[src/rtl/stream_rr_merge_if.sv]
// Handshake bundle for stream_rr_merge: start token, N input streams, merged output, completion token.
// The out0_src tag signal exists only when STREAM_MERGE_SRC_TAG_EN is defined.
interface stream_rr_merge_if #(
    parameter int N = 2,
    parameter int W = 64
);
    logic             inCtrl_valid;
    logic             inCtrl_ready;
    logic [N-1:0]     in_valid;
    logic [N-1:0]     in_ready;
    logic [N*W-1:0]   in_data_field0;
    logic [N-1:0]     in_data_field1;
    logic             out0_valid;
    logic             out0_ready;
    logic [W-1:0]     out0_data_field0;
    logic             out0_data_field1;
    logic             outCtrl_valid;
    logic             outCtrl_ready;
`ifdef STREAM_MERGE_SRC_TAG_EN
    logic [$clog2(N)-1:0] out0_src;

    modport slave (
        input  inCtrl_valid, in_valid, in_data_field0, in_data_field1, out0_ready, outCtrl_ready,
        output inCtrl_ready, in_ready, out0_valid, out0_data_field0, out0_data_field1, out0_src,
               outCtrl_valid
    );
    modport master (
        output inCtrl_valid, in_valid, in_data_field0, in_data_field1, out0_ready, outCtrl_ready,
        input  inCtrl_ready, in_ready, out0_valid, out0_data_field0, out0_data_field1, out0_src,
               outCtrl_valid
    );
`else
    modport slave (
        input  inCtrl_valid, in_valid, in_data_field0, in_data_field1, out0_ready, outCtrl_ready,
        output inCtrl_ready, in_ready, out0_valid, out0_data_field0, out0_data_field1, outCtrl_valid
    );
    modport master (
        output inCtrl_valid, in_valid, in_data_field0, in_data_field1, out0_ready, outCtrl_ready,
        input  inCtrl_ready, in_ready, out0_valid, out0_data_field0, out0_data_field1, outCtrl_valid
    );
`endif
endinterface

[src/rtl/stream_rr_merge.sv]
// Round-robin merge of N {data,eos} streams into one registered output, framed by start/completion tokens.
// Optional STREAM_MERGE_SRC_TAG_EN adds out0_src, the source index registered alongside each data token.
module stream_rr_merge #(
    parameter int N = 2,
    parameter int W = 64
) (
    input  logic             clock,
    input  logic             reset,
    stream_rr_merge_if.slave bus
);
    localparam int PW = $clog2(N);

    typedef enum logic [2:0] {
        ST_IDLE  = 3'd0,
        ST_RUN   = 3'd1,
        ST_FLUSH = 3'd2,
        ST_CTRL  = 3'd3,
        ST_DONE  = 3'd4
    } state_e;

    state_e        state_q, state_d;
    logic [PW-1:0] ptr_q, ptr_d;
    logic [N-1:0]  done_q, done_d;
    logic          ctrl_rdy_q, ctrl_rdy_d;
    logic          out_valid_q, out_valid_d;
    logic [W-1:0]  out_data_q, out_data_d;
    logic          out_eos_q, out_eos_d;
`ifdef STREAM_MERGE_SRC_TAG_EN
    logic [PW-1:0] src_q, src_d;
`endif

    logic          space_s;
    logic [N-1:0]  grant_s;
    logic [PW-1:0] gnt_idx_s;
    logic [PW-1:0] scan_s;
    logic          gnt_any_s;
    logic          gnt_eos_s;
    logic [W-1:0]  gnt_data_s;

    assign space_s = !out_valid_q || bus.out0_ready;

    // Scan upward from ptr_q; the first live (not done) valid input wins, only when the register can take it.
    always_comb begin
        grant_s    = '0;
        gnt_idx_s  = '0;
        scan_s     = '0;
        gnt_any_s  = 1'b0;
        gnt_data_s = '0;
        if (state_q == ST_RUN && space_s) begin
            for (int k = 0; k < N; k++) begin
                scan_s = PW'((int'(ptr_q) + k) % N);
                if (!gnt_any_s && bus.in_valid[scan_s] && !done_q[scan_s]) begin
                    gnt_any_s        = 1'b1;
                    gnt_idx_s        = scan_s;
                    grant_s[scan_s]  = 1'b1;
                end else begin
                    gnt_any_s = gnt_any_s;
                end
            end
        end else begin
            gnt_any_s = 1'b0;
        end
        for (int k = 0; k < N; k++) begin
            if (grant_s[k]) begin
                gnt_data_s = bus.in_data_field0[k*W +: W];
            end else begin
                gnt_data_s = gnt_data_s;
            end
        end
    end

    assign gnt_eos_s = |(grant_s & bus.in_data_field1);

    // Next state, pointer/done bookkeeping and output-register loads.
    always_comb begin
        state_d     = state_q;
        ptr_d       = ptr_q;
        done_d      = done_q;
        out_valid_d = out_valid_q && !bus.out0_ready;
        out_data_d  = out_data_q;
        out_eos_d   = out_eos_q;
`ifdef STREAM_MERGE_SRC_TAG_EN
        src_d       = src_q;
`endif
        case (state_q)
            ST_IDLE: begin
                if (bus.inCtrl_valid && ctrl_rdy_q) begin
                    state_d = ST_RUN;
                end else begin
                    state_d = ST_IDLE;
                end
            end
            ST_RUN: begin
                if (gnt_any_s) begin
                    ptr_d = (gnt_idx_s == PW'(N - 1)) ? '0 : gnt_idx_s + 1'b1;
                    if (gnt_eos_s) begin
                        done_d = done_q | grant_s;
                    end else begin
                        out_valid_d = 1'b1;
                        out_data_d  = gnt_data_s;
                        out_eos_d   = 1'b0;
`ifdef STREAM_MERGE_SRC_TAG_EN
                        src_d       = gnt_idx_s;
`endif
                    end
                end else begin
                    ptr_d = ptr_q;
                end
                if (&done_d) begin
                    state_d = ST_FLUSH;
                end else begin
                    state_d = ST_RUN;
                end
            end
            ST_FLUSH: begin
                // Once the EOS sits in the register, wait for it to drain; before that, load it on any space.
                if (out_valid_q && out_eos_q) begin
                    if (bus.out0_ready) begin
                        state_d = ST_CTRL;
                    end else begin
                        state_d = ST_FLUSH;
                    end
                end else if (space_s) begin
                    out_valid_d = 1'b1;
                    out_data_d  = '0;
                    out_eos_d   = 1'b1;
`ifdef STREAM_MERGE_SRC_TAG_EN
                    src_d       = '0;
`endif
                end else begin
                    state_d = ST_FLUSH;
                end
            end
            ST_CTRL: begin
                if (bus.outCtrl_ready) begin
                    state_d = ST_DONE;
                end else begin
                    state_d = ST_CTRL;
                end
            end
            ST_DONE: begin
                state_d = ST_DONE;
            end
            default: begin
                state_d     = ST_IDLE;
                out_valid_d = 1'b0;
            end
        endcase
        ctrl_rdy_d = (state_d == ST_IDLE);
    end

    // State and output registers; reset discards any held token.
    always_ff @(posedge clock) begin
        if (reset) begin
            state_q     <= ST_IDLE;
            ptr_q       <= '0;
            done_q      <= '0;
            ctrl_rdy_q  <= 1'b0;
            out_valid_q <= 1'b0;
            out_data_q  <= '0;
            out_eos_q   <= 1'b0;
`ifdef STREAM_MERGE_SRC_TAG_EN
            src_q       <= '0;
`endif
        end else begin
            state_q     <= state_d;
            ptr_q       <= ptr_d;
            done_q      <= done_d;
            ctrl_rdy_q  <= ctrl_rdy_d;
            out_valid_q <= out_valid_d;
            out_data_q  <= out_data_d;
            out_eos_q   <= out_eos_d;
`ifdef STREAM_MERGE_SRC_TAG_EN
            src_q       <= src_d;
`endif
        end
    end

    assign bus.inCtrl_ready     = ctrl_rdy_q;
    assign bus.in_ready         = grant_s;
    assign bus.out0_valid       = out_valid_q;
    assign bus.out0_data_field0 = out_data_q;
    assign bus.out0_data_field1 = out_eos_q;
    assign bus.outCtrl_valid    = (state_q == ST_CTRL);
`ifdef STREAM_MERGE_SRC_TAG_EN
    assign bus.out0_src         = src_q;
`endif

endmodule

[src/flat_wrapper.sv]
// flat-port wrapper written by rule: the top's interface ports become plain ports
module stream_rr_merge_flat 
#(
    parameter int N = 2,
    parameter int W = 64
)
  (clock, reset, bus_inCtrl_valid, bus_in_valid, bus_in_data_field0, bus_in_data_field1, bus_out0_ready, bus_outCtrl_ready, bus_inCtrl_ready, bus_in_ready, bus_out0_valid, bus_out0_data_field0, bus_out0_data_field1, bus_outCtrl_valid);
  stream_rr_merge_if #(.N(N), .W(W)) bus_i ();
  input  logic clock;
  input  logic reset;
  input wire logic [$bits(bus_i.inCtrl_valid)-1:0] bus_inCtrl_valid;
  input wire logic [$bits(bus_i.in_valid)-1:0] bus_in_valid;
  input wire logic [$bits(bus_i.in_data_field0)-1:0] bus_in_data_field0;
  input wire logic [$bits(bus_i.in_data_field1)-1:0] bus_in_data_field1;
  input wire logic [$bits(bus_i.out0_ready)-1:0] bus_out0_ready;
  input wire logic [$bits(bus_i.outCtrl_ready)-1:0] bus_outCtrl_ready;
  output wire logic [$bits(bus_i.inCtrl_ready)-1:0] bus_inCtrl_ready;
  output wire logic [$bits(bus_i.in_ready)-1:0] bus_in_ready;
  output wire logic [$bits(bus_i.out0_valid)-1:0] bus_out0_valid;
  output wire logic [$bits(bus_i.out0_data_field0)-1:0] bus_out0_data_field0;
  output wire logic [$bits(bus_i.out0_data_field1)-1:0] bus_out0_data_field1;
  output wire logic [$bits(bus_i.outCtrl_valid)-1:0] bus_outCtrl_valid;
  assign bus_i.inCtrl_valid = bus_inCtrl_valid;
  assign bus_i.in_valid = bus_in_valid;
  assign bus_i.in_data_field0 = bus_in_data_field0;
  assign bus_i.in_data_field1 = bus_in_data_field1;
  assign bus_i.out0_ready = bus_out0_ready;
  assign bus_i.outCtrl_ready = bus_outCtrl_ready;
  assign bus_inCtrl_ready = bus_i.inCtrl_ready;
  assign bus_in_ready = bus_i.in_ready;
  assign bus_out0_valid = bus_i.out0_valid;
  assign bus_out0_data_field0 = bus_i.out0_data_field0;
  assign bus_out0_data_field1 = bus_i.out0_data_field1;
  assign bus_outCtrl_valid = bus_i.outCtrl_valid;
  stream_rr_merge #(.N(N), .W(W)) u_core (.clock(clock), .reset(reset), .bus(bus_i));
endmodule
[config.mk]
export PLATFORM = sky130hd
export DESIGN_NAME = stream_rr_merge_flat
export DESIGN_NICKNAME = d
export VERILOG_FILES = /design/src/rtl/stream_rr_merge_if.sv /design/src/rtl/stream_rr_merge.sv /design/src/flat_wrapper.sv
export SDC_FILE = /design/constraint.sdc
export NUM_CORES = 1
export LEC_CHECK = 0
export BUFFER_PORTS_ARGS = -buffer_cell sky130_fd_sc_hd__buf_2
export CAP_MARGIN = 20
export CORE_UTILIZATION = 28
export CTS_BUF_LIST = sky130_fd_sc_hd__clkbuf_16
export CTS_CLUSTER_DIAMETER = 40
export DETAILED_ROUTE_END_ITERATION = 8
export PLACE_DENSITY_LB_ADDON = 0.05
export SLEW_MARGIN = 20
export SYNTH_ARGS = -nofsm -noshare
export SYNTH_HDL_FRONTEND = slang
export SYNTH_SLANG_ARGS = --single-unit
export TNS_END_PERCENT = 1
[constraint.sdc]
create_clock -name clock -period 1.6 [get_ports clock]
set_input_delay 0.24 -clock clock [delete_from_list [all_inputs] [get_ports clock]]
set_output_delay 0.24 -clock clock [all_outputs]
set_load 0.03 [all_outputs]
Word-level counts from Yosys, hierarchy flattened
Cells that the tools add are included.

Register bits: 73. Output and inout bits: 70. Word-level logic and storage cells: 98.

Order comparisons: 4. Bitwise logic cells: 3. Add/subtract/negate cells: 2. Reductions and logical operators: 23. Mux-type cells: 51. Eq/ne operators: 8.

Operator list (number): $mux 64 (6); $pmux 64 s2 (1); $mux 1 (28); $mux 2 (8); $pmux 3 s5 (1); $logic_and 1x1->1 (9); $mux 3 (3); $eq 3x2->1 const B (2); $logic_not 3->1 (2); $logic_not 1->1 (5); $reduce_and 5->1 (1); $lt 1x2->1 const B (2); $ne 2x1->1 const B (2); $ne 2x2->1 const B (2); $or 2x2->2 (2); $reduce_and 2->1 (2); $eq 3x1->1 const B (1); $eq 3x3->1 const B (1); $pmux 1 s3 (1); $reduce_or 3->1 (1); $add 1x1->1 const B (2); $and 2x2->2 (1); $demux 1 s1 (2); $ge 1x1->1 const B (2); 4 further kinds (4).

Depth between registers and ports, before layout
Gate-level depths: netlist (run 1).

Depth in word-level cells: 20. Mapped depth: 7. Gate-level depth less buffers: 4.

Least setup slack after synthesis (run 1)
OpenSTA, ideal clock, no wires.

Path type: register -> output. Start point: reg u_core.state_q[0]. End point: out bus_in_ready[0]. Arrival: 1.510 ns. Data required time: 1.360 ns. Setup slack: -0.150 ns. Stages on the path, launching flop included: 5. Cell sequence: dfxtp_1 -> buf_2 -> nor3b_2 -> nand2_1 -> nor3_1.

Longest elaborated chain between the ends: 3.

Ends and longest elaborated chain: start, declared (line stream_rr_merge.sv:21) `state_e state_q, state_d;`; start signal, assigned (line stream_rr_merge.sv:166) `state_q <= state_d;`; $eq 3x1->1 (line stream_rr_merge.sv:49) `if (state_q == ST_RUN && space_s) begin`; $logic_and 1x1->1 (line stream_rr_merge.sv:49); $mux 2 (line stream_rr_merge.sv:49); end, declared (line flat_wrapper.sv:18) `output wire logic [$bits(bus_i.in_ready)-1:0] bus_in_ready;`.

Every way passes these cells.

Final worst setup path (run 1)
Start point: reg u_core.done_q[1]. End point: out bus_in_ready[0].

Longest elaborated chain between the ends: 11. Elaborated cells on any way between the ends: 17. Classes of those cells: 10 x mux; 1 x bitwise; 6 x reduce/logical.

Ends and longest elaborated chain: start, declared (line stream_rr_merge.sv:23) `logic [N-1:0] done_q, done_d;`; start signal, assigned (line stream_rr_merge.sv:168) `done_q <= done_d;`; $mux 1 (implied by the code) (2 in a row) (line stream_rr_merge.sv:52) `if (!gnt_any_s && bus.in_valid[scan_s] && !done_q[scan_s]) begin`; $logic_not 1->1 (line stream_rr_merge.sv:52); $logic_and 1x1->1 (line stream_rr_merge.sv:52); $mux 1 (line stream_rr_merge.sv:52); $mux 1 (line stream_rr_merge.sv:49); $logic_not 1->1 (line stream_rr_merge.sv:52); $logic_and 1x1->1 (2 in a row) (line stream_rr_merge.sv:52); $mux 2 * (line stream_rr_merge.sv:52); $mux 2 * (line stream_rr_merge.sv:49).

Mark *: on every way between the ends. The rest lies on a longest branch, timed or not. The select of a mux whose other input is x is not followed.

==> Flow_metrics.wiki, run 1 <==
{| class="wikitable"
! Metric !! Value
|-
| Global-route wire length before repair || 24,130 um
|-
| Synth unique cells || 34
|-
| WP data arrival || 1.46 ns
|-
| Mapped Avg Cell Area || 8.936 sq um
|-
| Clock latency on the worst-skew pair || 0.33 ns
|-
| Post-route cell area || 0.006628 sq mm
|-
| Row count || 46
|-
| Violated checks || setup timing
|-
| Start point of the worst min-delay path || bus_outCtrl_ready
|-
| Synth Instances || 507
|-
| Starting density of the core || 0.2862
|-
| Share of layout cells above drive strength 1 || 0.4205
|-
| Peak ir drop on the vdd network || 0.0004398 V
|-
| Aggregate global routing overflow || 0
|-
| Master cell of the clock root buffer || clkbuf_16
|-
| Critical path startpoint category || flop
|-
| Worst flop-to-flop path startpoint || u_core.done_q[1]$_SDFFE_PP0P_
|-
| Number of slew-limit violations in the final report || 0
|-
| Share of flip-flops with an asynchronous set or reset || 0
|-
| Violation count after the first detailed-routing iteration || 189
|-
| Remaining routing DRC violations || 0
|-
| Slowest stage delay, CP || 0.36 ns
|-
| R2R depth || 7
|-
| Number of H-tree levels || 3
|-
| Core ar. || 0.01583 sq mm
|-
| Total count of hold-check failures in the final report || 0
|-
| Cell seen most often among critical-path stages || buf_12
|-
| Router iterations before antenna repair || 4
|-
| Worst-case hold path end point || u_core.state_q[2]$_SDFF_PP0_
|-
| Nets || 844
|-
| Port Buffers || 206
|-
| Post-Synthesis Net Count || 644
|-
| DIE AREA || 0.01669 sq mm
|-
| Final RePlAce weighted congestion || 0.7234
|-
| Post-CTS Hold Fix Bufs || 0
|-
| Die Y-Extent || 129.2 um
|-
| Worst Path Required || 1.36 ns
|-
| Number of inserted diodes || 0
|-
| Total area of multi-input combinational cells || 0.002945 sq mm
|-
| Worst Hold Path Cells || 3
|-
| Number of global-route vias before repair || 4,577
|-
| Worst slew margin relative to its limit || 0.5758
|-
| Max Fanout on Critical Path || 4
|-
| Sequential share of the synthesized area || 0.3226
|-
| Post-synthesis instance area || 0.004531 sq mm
|-
| Deepest clock path buffer count || 2
|-
| Slowest-stage cell, CP || dfxtp_2
|-
| Slew at the pin closest to its max-slew limit || 0.6363 ns
|-
| Final period util || 1.064
|-
| Number of antenna violations at the first check in global routing || 0
|-
| Post-DP HPWL || 10,110 um
|-
| Endpoint of the worst register-to-register path || u_core.bus.out0_data_field0[52]$_SDFFE_PP0P_
|-
| Worst reg2reg setup slack || -0.04 ns
|-
| Origin of the worst setup path || u_core.done_q[1]$_SDFFE_PP0P_
|-
| Clock sinks || 73
|-
| Reg clk slew, reported paths || 0.06 ns
|-
| Path class of the lowest-slack min-delay path || input port to flop
|-
| Count of nets left with antenna violations after detail routing || 0
|-
| Final wirelength || 15,980 um
|-
| WL/cell || 17.24 um
|-
| Vias per cell || 4.907
|-
| Leakage Power || 0.003024 uW
|-
| Clock tree skew after final layout || 0.006735 ns
|-
| Warnings, synthesis || 0
|-
| Top FF cell, synth || dfxtp_1
|-
| Final critical-path required period || 1.702 ns
|-
| Maximum capacitance violations || 0
|-
| Unrepaired setup endpoints after global routing || yes
|-
| Synthesized flop and latch total || 73
|-
| Final count of negative-setup-slack endpoints || 24
|-
| Total global routing track utilization || 0.1884
|-
| Worst slack after detailed placement || -0.05032 ns
|-
| Total cell area at the placement stage || 0.005899 sq mm
|-
| Count of flip-flops with a built-in enable after synthesis || 0
|-
| Area used by sequential logic in the layout || 0.001476 sq mm
|-
| Setup Crit Path Kind || flop to primary output
|-
| Detailed-route via count || 4,549
|-
| Max Fclk || 587.4 MHz
|-
| TritonCTS Buffers || 9
|-
| Category of the worst setup path capture point || primary output
|-
| Pwr per Cell Area || 700.6 mW/mm^2
|-
| Status || finished, violations left
|-
| Number of inserted filler cells in the final layout || 1,599
|-
| Post-route worst hold slack || 0.2072 ns
|-
| Area delta synth->final || 46.29%
|-
| Die X-Extent || 129.2 um
|-
| Maximum number of pins on one net before global-route repair || 74
|-
| Critical Path, Cell by Cell || and3b_2 -> buf_12 -> buf_12 -> nor3_4 -> buf_6
|-
| Top-level I/O count || 207
|-
| Worst Slack Setup Final || -0.1023 ns
|-
| CTS tree || yes
|}
==> worst max path at each step <==
| stage | end | slack [ns] | depth (start not counted) |
|---|---|---|---|
| floorplan | bus_in_ready[0] | -0.15 | 4 |
| global placement | u_core.bus.out0_data_field0[57]$_SDFFE_PP0P_ | -0.04 | 7 |
| detailed placement | u_core.bus.out0_data_field0[25]$_SDFFE_PP0P_ | -0.05 | 7 |
| CTS | bus_in_ready[0] | -0.1 | 5 |
| global route | u_core.bus.out0_data_field0[20]$_SDFFE_PP0P_ | -0.16 | 7 |
| finish | bus_in_ready[0] | -0.10 | 5 |
==> cell usage after synthesis, types with 2 or more instances <==
master    number  area [sq um]
buf_4          2         15.01
nand2_1        6         22.52
a41oi_1        2         17.52
buf_2         22         110.1
nand2b_1       4         25.02
mux2i_1       65         650.6
inv_1          2         7.510
nor2b_1        2         12.51
buf_6          5         56.30
nor3b_2        2         25.02
clkbuf_1      26         97.59
and3b_1        2         17.52
nor2_1         3         11.26
and2_1         3         18.77
o21ai_0       58         290.3
buf_1          4         15.01
a21oi_1        6         30.03
nand3b_1      65         488.0
dfxtp_1       73          1461
o21ai_1        9         45.04
nor3_1         5         25.02
nor3b_1      129         968.4
==> where the power goes <==
group          leakage [uW]  switching (uW)  total, uW  internal [uW]
combinational       0.00230             422        870            448
sequential         0.000592            10.1       1840           1830
clock              0.000135             759       1930           1170
total               0.00302            1190       4640           3450
==> registers in the layout (all words and copies together) (netlist names) <==
| register | count |
|---|---|
| u_core.bus.out0_data_field0 | 64 |
| u_core.state_q | 3 |
| u_core.done_q | 2 |
| u_core.bus.inCtrl_ready | 1 |
| u_core.bus.out0_data_field1 | 1 |
| u_core.bus.out0_valid | 1 |
| u_core.ptr_q | 1 |
==> cells by family after synthesis <==
group	after synthesis	share of synthesized area
simple gates	227	0.3712
compound gates	81	0.09611
flops	73	0.3226
mux	65	0.1436
buf+inv	61	0.06655
==> critical path: cells and delay by family, from the launching register on <==
kind | cells | cell delay, ns
buffers and inverters | 3 | 0.41
and+or+nand+nor | 2 | 0.38
DFF | 1 | 0.36
==> metrics by stage <==
step	TNS, ns	power, uW	utilization	std cells
3_5_place_dp	-0.5533	2643	0.3727	894
2_1_floorplan	-2.048	2321	-	507
4_1_cts	-1.346	4668	0.4096	924
6_report	-0.5163	4643	0.4187	927
5_1_grt	-3.953	4843	0.4187	927
3_3_place_gp	-0.1386	2640	0.3727	894
==> layer usage <==
layer / global-route usage / routed length (um)
met4: 0.07059 / 271
met2: 0.3229 / 7620
met5: 0 / 0
met3: 0.04335 / 940
met1: 0.2289 / 7145
==> layout by cell type, fill, tap and decap left out, drive strengths merged, types with 2 or more instances in the layout <==
master,n
nand2b,5
inv,2
a21oi,6
nand2,6
mux2i,65
and3b,2
nor2,3
and2,3
clkinv,5
nor3,6
clkbuf,10
o21ai,68
buf,247
a41oi,2
nor3b,131
dfxtp,73
nand3b,65
nor2b,2
==> layout make-up <==
| type | count | area share |
|---|---|---|
| inverters | 2 | 0.001133 |
| clock buffers | 9 | 0.03398 |
| clock inverters | 6 | 0.007551 |
| multi-input cells | 373 | 0.4444 |
| flip-flops and latches | 73 | 0.2228 |
| well taps | 216 | 0.04078 |
| repair buffers | 248 | 0.2494 |
==> what timing repair did <==
action / 4_1_cts / 5_1_grt
pin swaps: 6 / 6
gates resized for setup: 33 / 27
buffers inserted: 11 / 2
cloned: 4 / 1
hold endpoints to repair: 0 / 0
endpoints found under the setup margin: 54 / 70
Note: power is estimated with default switching activity, not from simulation.
==> inputs of run 2 (changes only) <==
--- a/config.mk
+++ b/config.mk
@@ -5,12 +5,13 @@
 export SDC_FILE = /design/constraint.sdc
 export NUM_CORES = 1
 export LEC_CHECK = 0
-export BUFFER_PORTS_ARGS = -buffer_cell sky130_fd_sc_hd__buf_2
+export ABC_AREA = 1
 export CAP_MARGIN = 20
 export CORE_UTILIZATION = 28
 export CTS_BUF_LIST = sky130_fd_sc_hd__clkbuf_16
 export CTS_CLUSTER_DIAMETER = 40
 export DETAILED_ROUTE_END_ITERATION = 8
+export DONT_BUFFER_PORTS = 1
 export PLACE_DENSITY_LB_ADDON = 0.05
 export SLEW_MARGIN = 20
 export SYNTH_ARGS = -nofsm -noshare
==> Flow_metrics.wiki, run 2 <==
{| class="wikitable"
! Metric !! Value
|-
| Pwr per Cell Area || 853.9 mW/mm^2
|-
| Die X-Extent || 123.4 um
|-
| Violated checks || hold timing, setup timing
|-
| Worst-case hold path end point || u_core.bus.out0_data_field0[23]$_SDFFE_PP0P_
|-
| Maximum capacitance violations || 0
|-
| Worst Hold Path Cells || 1
|-
| Number of H-tree levels || 3
|-
| Port Buffers || 0
|-
| Worst slew margin relative to its limit || 0.7339
|-
| Nets || 716
|-
| Maximum number of pins on one net before global-route repair || 74
|-
| Peak ir drop on the vdd network || 0.0005003 V
|-
| Core ar. || 0.01448 sq mm
|-
| Most common cell after layout, fill and taps aside || nand2_1
|-
| Global-route wire length before repair || 18,190 um
|-
| Sequential share of the synthesized area || 0.3539
|-
| Clock tree skew after final layout || 0.005287 ns
|-
| Top-level I/O count || 207
|-
| Share of flip-flops with an asynchronous set or reset || 0
|-
| Most area-consuming cells after synthesis || dfxtp_1 35%, nand2_1 26%, nand3_2 11%
|-
| Setup Crit Path Kind || flop to primary output
|-
| Path class of the lowest-slack min-delay path || input port to flop
|-
| Clock latency on the worst-skew pair || 0.34 ns
|-
| R2R depth || 10
|-
| Switching component of the power || 1082 uW
|-
| Combinational group share of total power || 0.112
|-
| Commonest cells after routing, fill and taps aside || 281 x nand2_1, 68 x dfxtp_1, 44 x a21oi_2
|-
| Number of antenna violations at the first check in global routing || 0
|-
| Critical path startpoint category || flop
|-
| Worst flop-to-flop path startpoint || u_core.bus.out0_valid$_SDFF_PP0_
|-
| Layout Utilization || 0.3319
|-
| Master cell of the clock root buffer || clkbuf_16
|-
| Number of inserted filler cells in the final layout || 1,535
|-
| Worst Path Required || 1.36 ns
|-
| Post-Synthesis Net Count || 715
|-
| Start point of the worst min-delay path || reset
|-
| Total count of hold-check failures in the final report || 65
|-
| Unrepaired setup endpoints after global routing || yes
|-
| Aggregate global routing overflow || 0
|-
| Overall power after layout || 4104 uW
|-
| Count of flip-flops with a built-in enable after synthesis || 0
|-
| WP data arrival || 1.38 ns
|-
| Synth Instances || 578
|-
| Worst reg2reg setup slack || 0.01 ns
|-
| Status || finished, violations left
|-
| Total global routing track utilization || 0.1599
|-
| Post-route worst hold slack || -0.03881 ns
|-
| Max Fclk || 616.3 MHz
|-
| Number of inserted diodes || 0
|-
| Endpoint of the worst register-to-register path || u_core.bus.out0_data_field0[51]$_SDFFE_PP0P_
|-
| Mapped Avg Cell Area || 7.144 sq um
|-
| Most instantiated library cell after synthesis || nand2_1
|-
| Buffering stage count on the worst path with inverters included || 2
|-
| Max Fanout on Critical Path || 5
|-
| WL/cell || 15.67 um
|-
| Critical Path, Cell by Cell || inv_2 -> nand2_1 -> a21oi_2 -> and2_4 -> buf_12
|-
| DIE AREA || 0.01524 sq mm
|-
| Final count of negative-setup-slack endpoints || 1
|-
| Clock power frac || 0.428
|-
| Deepest clock path buffer count || 2
|-
| Detailed-route via count || 3,694
|-
| Number of slew-limit violations in the final report || 0
|-
| Post-synthesis instance area || 0.004129 sq mm
|-
| Final critical-path required period || 1.623 ns
|-
| Post-CTS Hold Fix Bufs || 1
|-
| Total internal power || 3022 uW
|-
| Post-synth top area cell || dfxtp_1
|-
| Net switching share of the total power || 0.2636
|-
| Synthesized flop and latch total || 73
|-
| CTS tree || yes
|-
| Slew at the pin closest to its max-slew limit || 0.3986 ns
|-
| Remaining routing DRC violations || 0
|-
| Category of the worst setup path capture point || primary output
|-
| Row count || 44
|-
| Share of layout cells above drive strength 1 || 0.2569
|-
| Top FF cell, synth || dfxtp_1
|-
| Router iterations before antenna repair || 4
|-
| Delay-heaviest family, CP || simple AND/OR/NAND/NOR gates
|-
| Slowest-stage cell, CP || dfxtp_1
|-
| Reg clk slew, reported paths || 0.06 ns
|-
| Worst Slack Setup Final || -0.02269 ns
|-
| Warnings, synthesis || 0
|-
| Die Y-Extent || 123.4 um
|-
| Synth unique cells || 25
|-
| Leakage Power || 0.001830 uW
|-
| Violation count after the first detailed-routing iteration || 141
|-
| Share of total power in sequential cells || 0.460
|-
| Vias per cell || 4.835
|-
| Starting density of the core || 0.2852
|-
| Area share of the largest cell type after synthesis || 0.3539
|-
| Post-DP HPWL || 7970 um
|-
| Final period util || 1.014
|-
| Clock sinks || 73
|-
| Synth top cells by count || 281 x nand2_1, 73 x dfxtp_1, 44 x nand3_2
|-
| Final wirelength || 11,970 um
|-
| Final RePlAce weighted congestion || 0.7633
|-
| Number of flip-flops under the largest register name || 64
|-
| Area delta synth->final || 16.39%
|-
| TritonCTS Buffers || 9
|-
| Slowest stage delay, CP || 0.30 ns
|-
| Count of nets left with antenna violations after detail routing || 0
|-
| Number of global-route vias before repair || 3,489
|}
## run 2: cell count changes after synthesis, moves of 18 or more
| cell | change |
|---|---|
| nand3b_1 | -65 |
| a21oi_2 | +41 |
| clkbuf_1 | -18 |
| o21ai_0 | -58 |
| nand3_1 | +30 |
| nand3_2 | +44 |
| a21oi_1 | +24 |
| nand2_1 | +275 |
| nor3b_1 | -129 |
| mux2i_1 | -65 |
## run 2: power by group through the flow
stage / sequential, uW / clock, uW / combinational, uW
6_report: 1890 / 1760 / 458
5_1_grt: 1890 / 1910 / 507
4_1_cts: 1890 / 1840 / 465
3_5_place_dp: 1930 / 0 / 428
3_3_place_gp: 1930 / 0 / 428
2_1_floorplan: 1930 / 0 / 357
## run 2: cells by family (layout without fill, tap and decap cells)
| kind of cell | Yosys count | in the layout | share of synthesized area |
|---|---|---|---|
| flip-flops | 73 | 73 | 0.3539 |
| AND/OR/NAND/NOR | 370 | 370 | 0.4239 |
| buffers and inverters | 59 | 61 | 0.09061 |
| AO/OA/AOI/OAI | 76 | 76 | 0.1315 |
## run 2: repair_timing
| item | CTS | global route |
|---|---|---|
| resized for setup | 11 | 7 |
| setup endpoints to repair | 3 | 71 |
| cloned | 3 | 0 |
| pin swaps | 3 | 2 |
| hold endpoints to repair | 71 | 70 |
| buffers inserted | 3 | 0 |
## run 2: how the worst max path moves through the flow
stage,slack [ns],endpoint,depth (start not counted),from
2_1_floorplan,0.1,u_core.bus.out0_data_field0[10]$_SDFFE_PP0P_,10,u_core.bus.out0_valid$_SDFF_PP0_
3_3_place_gp,0.02,u_core.bus.out0_data_field0[36]$_SDFFE_PP0P_,8,u_core.ptr_q$_SDFFE_PP0P_
3_5_place_dp,0.005,u_core.bus.out0_data_field0[36]$_SDFFE_PP0P_,8,u_core.ptr_q$_SDFFE_PP0P_
4_1_cts,-0.07,bus_in_ready[1],5,u_core.state_q[2]$_SDFF_PP0_
5_1_grt,-0.13,u_core.bus.out0_data_field0[38]$_SDFFE_PP0P_,9,u_core.state_q[2]$_SDFF_PP0_
6_report,-0.02,bus_in_ready[1],5,u_core.done_q[1]$_SDFFE_PP0P_
## run 2: layout make-up
type                            count  area [sq um]  share of cell area
Multi-Input combinational cell    446          2340              0.4869
Inverter                           18         76.32             0.01588
Sequential cell                    73          1470              0.3059
Tap cell                          184         230.2             0.04790
Timing Repair Buffer               31         451.7             0.09399
Clock inverter                      3         12.51            0.002603
Clock buffer                        9         225.2             0.04686
## run 2: stage by stage
step / instance area, sq um / worst slack, ns / std cells / setup TNS (ns)
floorplan: 4130 / 0.09864 / 578 / 0
global placement: 4393 / 0.02455 / 745 / 0
detailed placement: 4393 / 0.004686 / 745 / 0
CTS: 4787 / -0.06872 / 764 / -0.1017
global route: 4806 / -0.1317 / 764 / -4.613
finish: 4806 / -0.02269 / 764 / -0.02269
## run 2: per-layer routing
layer	global-route usage	vias up	part of all wire
met5	0	-	0
met3	0.04797	15	0.083
met4	0.07605	0	0.019
met1	0.1891	1683	0.44
met2	0.2633	148	0.46
li1	-	1848	-
==> inputs of run 3 (changes only) <==
--- a/config.mk
+++ b/config.mk
@@ -6,10 +6,11 @@
 export NUM_CORES = 1
 export LEC_CHECK = 0
 export ABC_AREA = 1
+export ABC_CLOCK_PERIOD_IN_PS = 1700
 export CAP_MARGIN = 20
 export CORE_UTILIZATION = 28
 export CTS_BUF_LIST = sky130_fd_sc_hd__clkbuf_16
-export CTS_CLUSTER_DIAMETER = 40
+export CTS_CLUSTER_DIAMETER = 60
 export DETAILED_ROUTE_END_ITERATION = 8
 export DONT_BUFFER_PORTS = 1
 export PLACE_DENSITY_LB_ADDON = 0.05
==> constraint.sdc (replaced) <==
create_clock -name clock -period 1.7 [get_ports clock]
set_input_delay 0.255 -clock clock [delete_from_list [all_inputs] [get_ports clock]]
set_output_delay 0.255 -clock clock [all_outputs]
set_load 0.03 [all_outputs]
==> Flow_metrics.wiki, run 3 (synthesis gave the netlist of run 2 again) <==
{| class="wikitable"
! Metric !! Value
|-
| Status || finished, violations left
|-
| Count of nets left with antenna violations after detail routing || 0
|-
| Number of H-tree levels || 3
|-
| Wire length on met2 || 5926 um
|-
| Number of global-route vias before repair || 3,219
|-
| Total cell area at the placement stage || 0.004304 sq mm
|-
| Worst reg2reg setup slack || 0.06 ns
|-
| Top-level I/O count || 207
|-
| WP data arrival || 1.91 ns
|-
| Net switching share of the total power || 0.2680
|-
| Category of the worst setup path capture point || flop
|-
| CTS tree || yes
|-
| Post-route cell area || 0.005106 sq mm
|-
| Pwr per Cell Area || 792.8 mW/mm^2
|-
| Final period util || 0.9629
|-
| Row count || 44
|-
| Number of non-filler instances in the completed layout || 780
|-
| Clock power frac || 0.417
|-
| Most common cell after layout, fill and taps aside || nand2_1
|-
| Slew at the pin closest to its max-slew limit || 0.3878 ns
|-
| Port Buffers || 0
|-
| Total global routing track utilization || 0.1513
|-
| Vias per cell || 4.822
|-
| Final critical-path required period || 1.637 ns
|-
| Max Fanout on Critical Path || 9
|-
| Number of flip-flops under the largest register name || 64
|-
| Combinational group share of total power || 0.143
|-
| Peak ir drop on the vdd network || 0.0004498 V
|-
| DIE AREA || 0.01524 sq mm
|-
| Remaining routing DRC violations || 0
|-
| Die X-Extent || 123.4 um
|-
| Path class of the lowest-slack min-delay path || input port to flop
|-
| Clock sinks || 73
|-
| R2R depth || 11
|-
| Aggregate global routing overflow || 0
|-
| Reg clk slew, reported paths || 0.06 ns
|-
| Leakage Power || 0.001989 uW
|-
| Number of cells after detailed placement || 735
|-
| Unrepaired setup endpoints after global routing || yes
|-
| Die Y-Extent || 123.4 um
|-
| WL/cell || 17.04 um
|-
| Total count of hold-check failures in the final report || 29
|-
| Clock tree skew after final layout || 0.005315 ns
|-
| Critical path startpoint category || flop
|-
| Max Fclk || 610.9 MHz
|-
| Share of total power in sequential cells || 0.441
|-
| Maximum capacitance violations || 0
|-
| Global-route wire length before repair || 17,180 um
|-
| Core ar. || 0.01448 sq mm
|-
| Endpoint of the worst register-to-register path || u_core.bus.out0_data_field0[14]$_SDFFE_PP0P_
|-
| Final count of negative-setup-slack endpoints || 0
|-
| Start point of the worst min-delay path || reset
|-
| Final RePlAce weighted congestion || 0.7798
|-
| Area delta synth->final || 23.67%
|-
| Violated checks || hold timing
|-
| Setup Crit Path Kind || flop to flop
|-
| Switching component of the power || 1085 uW
|-
| Top routing layer used || met4
|-
| Deepest clock path buffer count || 2
|-
| Worst-case hold path end point || u_core.bus.out0_data_field0[31]$_SDFFE_PP0P_
|-
| Master cell of the clock root buffer || clkbuf_16
|-
| Wl on met1 || 6106 um
|-
| Total internal power || 2963 uW
|-
| Number of antenna violations at the first check in global routing || 0
|-
| Commonest cells after routing, fill and taps aside || 281 x nand2_1, 69 x dfxtp_1, 44 x a21oi_2
|-
| Router iterations before antenna repair || 5
|-
| Worst flop-to-flop path startpoint || u_core.bus.out0_valid$_SDFF_PP0_
|-
| Clock latency on the worst-skew pair || 0.34 ns
|-
| Nets || 728
|-
| TritonCTS Buffers || 9
|-
| Violation count after the first detailed-routing iteration || 143
|-
| Worst Path Required || 1.97 ns
|-
| Number of slew-limit violations in the final report || 0
|-
| Fin Setup TNS || 0 ns
|-
| Number of inserted diodes || 0
|-
| Maximum number of pins on one net before global-route repair || 74
|-
| Post-route worst hold slack || -0.02149 ns
|-
| Share of layout cells above drive strength 1 || 0.2718
|-
| Final wirelength || 13,290 um
|-
| Detailed-route via count || 3,761
|-
| Detailed route wirelength on metal3 || 1038 um
|-
| Starting density of the core || 0.2852
|-
| Worst Hold Path Cells || 1
|-
| Number of inserted filler cells in the final layout || 1,506
|-
| Worst slew margin relative to its limit || 0.7411
|-
| Post-DP HPWL || 7732 um
|}
## run 3: cell count changes in the layout (fill, tap and decap cells not counted), moves of 2 or more
cell,before,now
clkbuf_16,9,18
inv_1,10,12
inv_2,5,7
buf_12,11,13
buf_4,15,12
buf_6,1,4
## run 3: final cells by class
class | count | area, sq um | share of cell area
Clock buffer | 9 | 225.2 | 0.04411
Clock inverter | 7 | 30.03 | 0.005881
Inverter | 18 | 72.57 | 0.01421
Multi-Input combinational cell | 446 | 2361 | 0.4624
Sequential cell | 73 | 1466 | 0.2872
Tap cell | 184 | 230.2 | 0.04509
Timing Repair Buffer | 43 | 720.7 | 0.1411
## run 3: per-stage QoR
| stage | worst slack [ns] | hold WS (ns) | utilization | total power [uW] |
|---|---|---|---|---|
| after floorplan | 0.06737 | 0.4585 | - | 2153 |
| after global placement | 0.1151 | 0.3317 | 0.2973 | 2194 |
| after detailed placement | 0.1061 | 0.3326 | 0.2973 | 2193 |
| after CTS | -0.01317 | -0.03310 | 0.3214 | 3941 |
| after global routing | -0.01067 | -0.03594 | 0.3527 | 4241 |
| final | 0.06314 | -0.02149 | 0.3527 | 4048 |
## run 3: worst max path at each step
stage	startpoint	endpoint	slack (ns)	depth (start not counted)
floorplan	u_core.bus.out0_valid$_SDFF_PP0_	u_core.bus.out0_data_field0[10]$_SDFFE_PP0P_	0.07	10
global placement	u_core.state_q[2]$_SDFF_PP0_	u_core.bus.out0_data_field0[48]$_SDFFE_PP0P_	0.12	8
detailed placement	u_core.state_q[2]$_SDFF_PP0_	u_core.bus.out0_data_field0[35]$_SDFFE_PP0P_	0.11	8
CTS	u_core.state_q[2]$_SDFF_PP0_	bus_in_ready[0]	-0.01	6
global route	u_core.bus.out0_valid$_SDFF_PP0_	u_core.bus.out0_data_field0[31]$_SDFFE_PP0P_	-0.01	11
finish	u_core.bus.out0_valid$_SDFF_PP0_	u_core.bus.out0_data_field0[14]$_SDFFE_PP0P_	0.06	11
## run 3: worst max-delay path: stages, from the launching register on
cell       delay, ns
dfxtp_2         0.33
inv_2           0.04
nor2_4          0.15
nor2_4          0.07
buf_6           0.13
nand4_4         0.12
nand2_4         0.08
nor2_8          0.15
buf_12          0.14
clkbuf_16       0.16
nand2_1         0.07
a21oi_2         0.12
## run 3: timing repair
item / CTS / global route
setup endpoints to repair: 2 / 68
pin swaps: 2 / 13
hold buffers: 1 / 1
resized for setup: 2 / 18
hold endpoints to repair: 71 / 70
gates cloned: 2 / 13
buffers inserted: 2 / 10
## run 3: metal layers
layer / vias up / GRT usage
met5: - / 0
met4: 0 / 0.07154
met3: 13 / 0.04520
met2: 146 / 0.2483
met1: 1718 / 0.1800
li1: 1884 / -
## run 3: power groups by stage
stage / combinational, uW / clock, uW / sequential [uW]
4_1_cts: 409 / 1750 / 1780
3_3_place_gp: 374 / 0 / 1820
3_5_place_dp: 373 / 0 / 1820
5_1_grt: 627 / 1830 / 1790
2_1_floorplan: 336 / 0 / 1820
6_report: 578 / 1690 / 1780
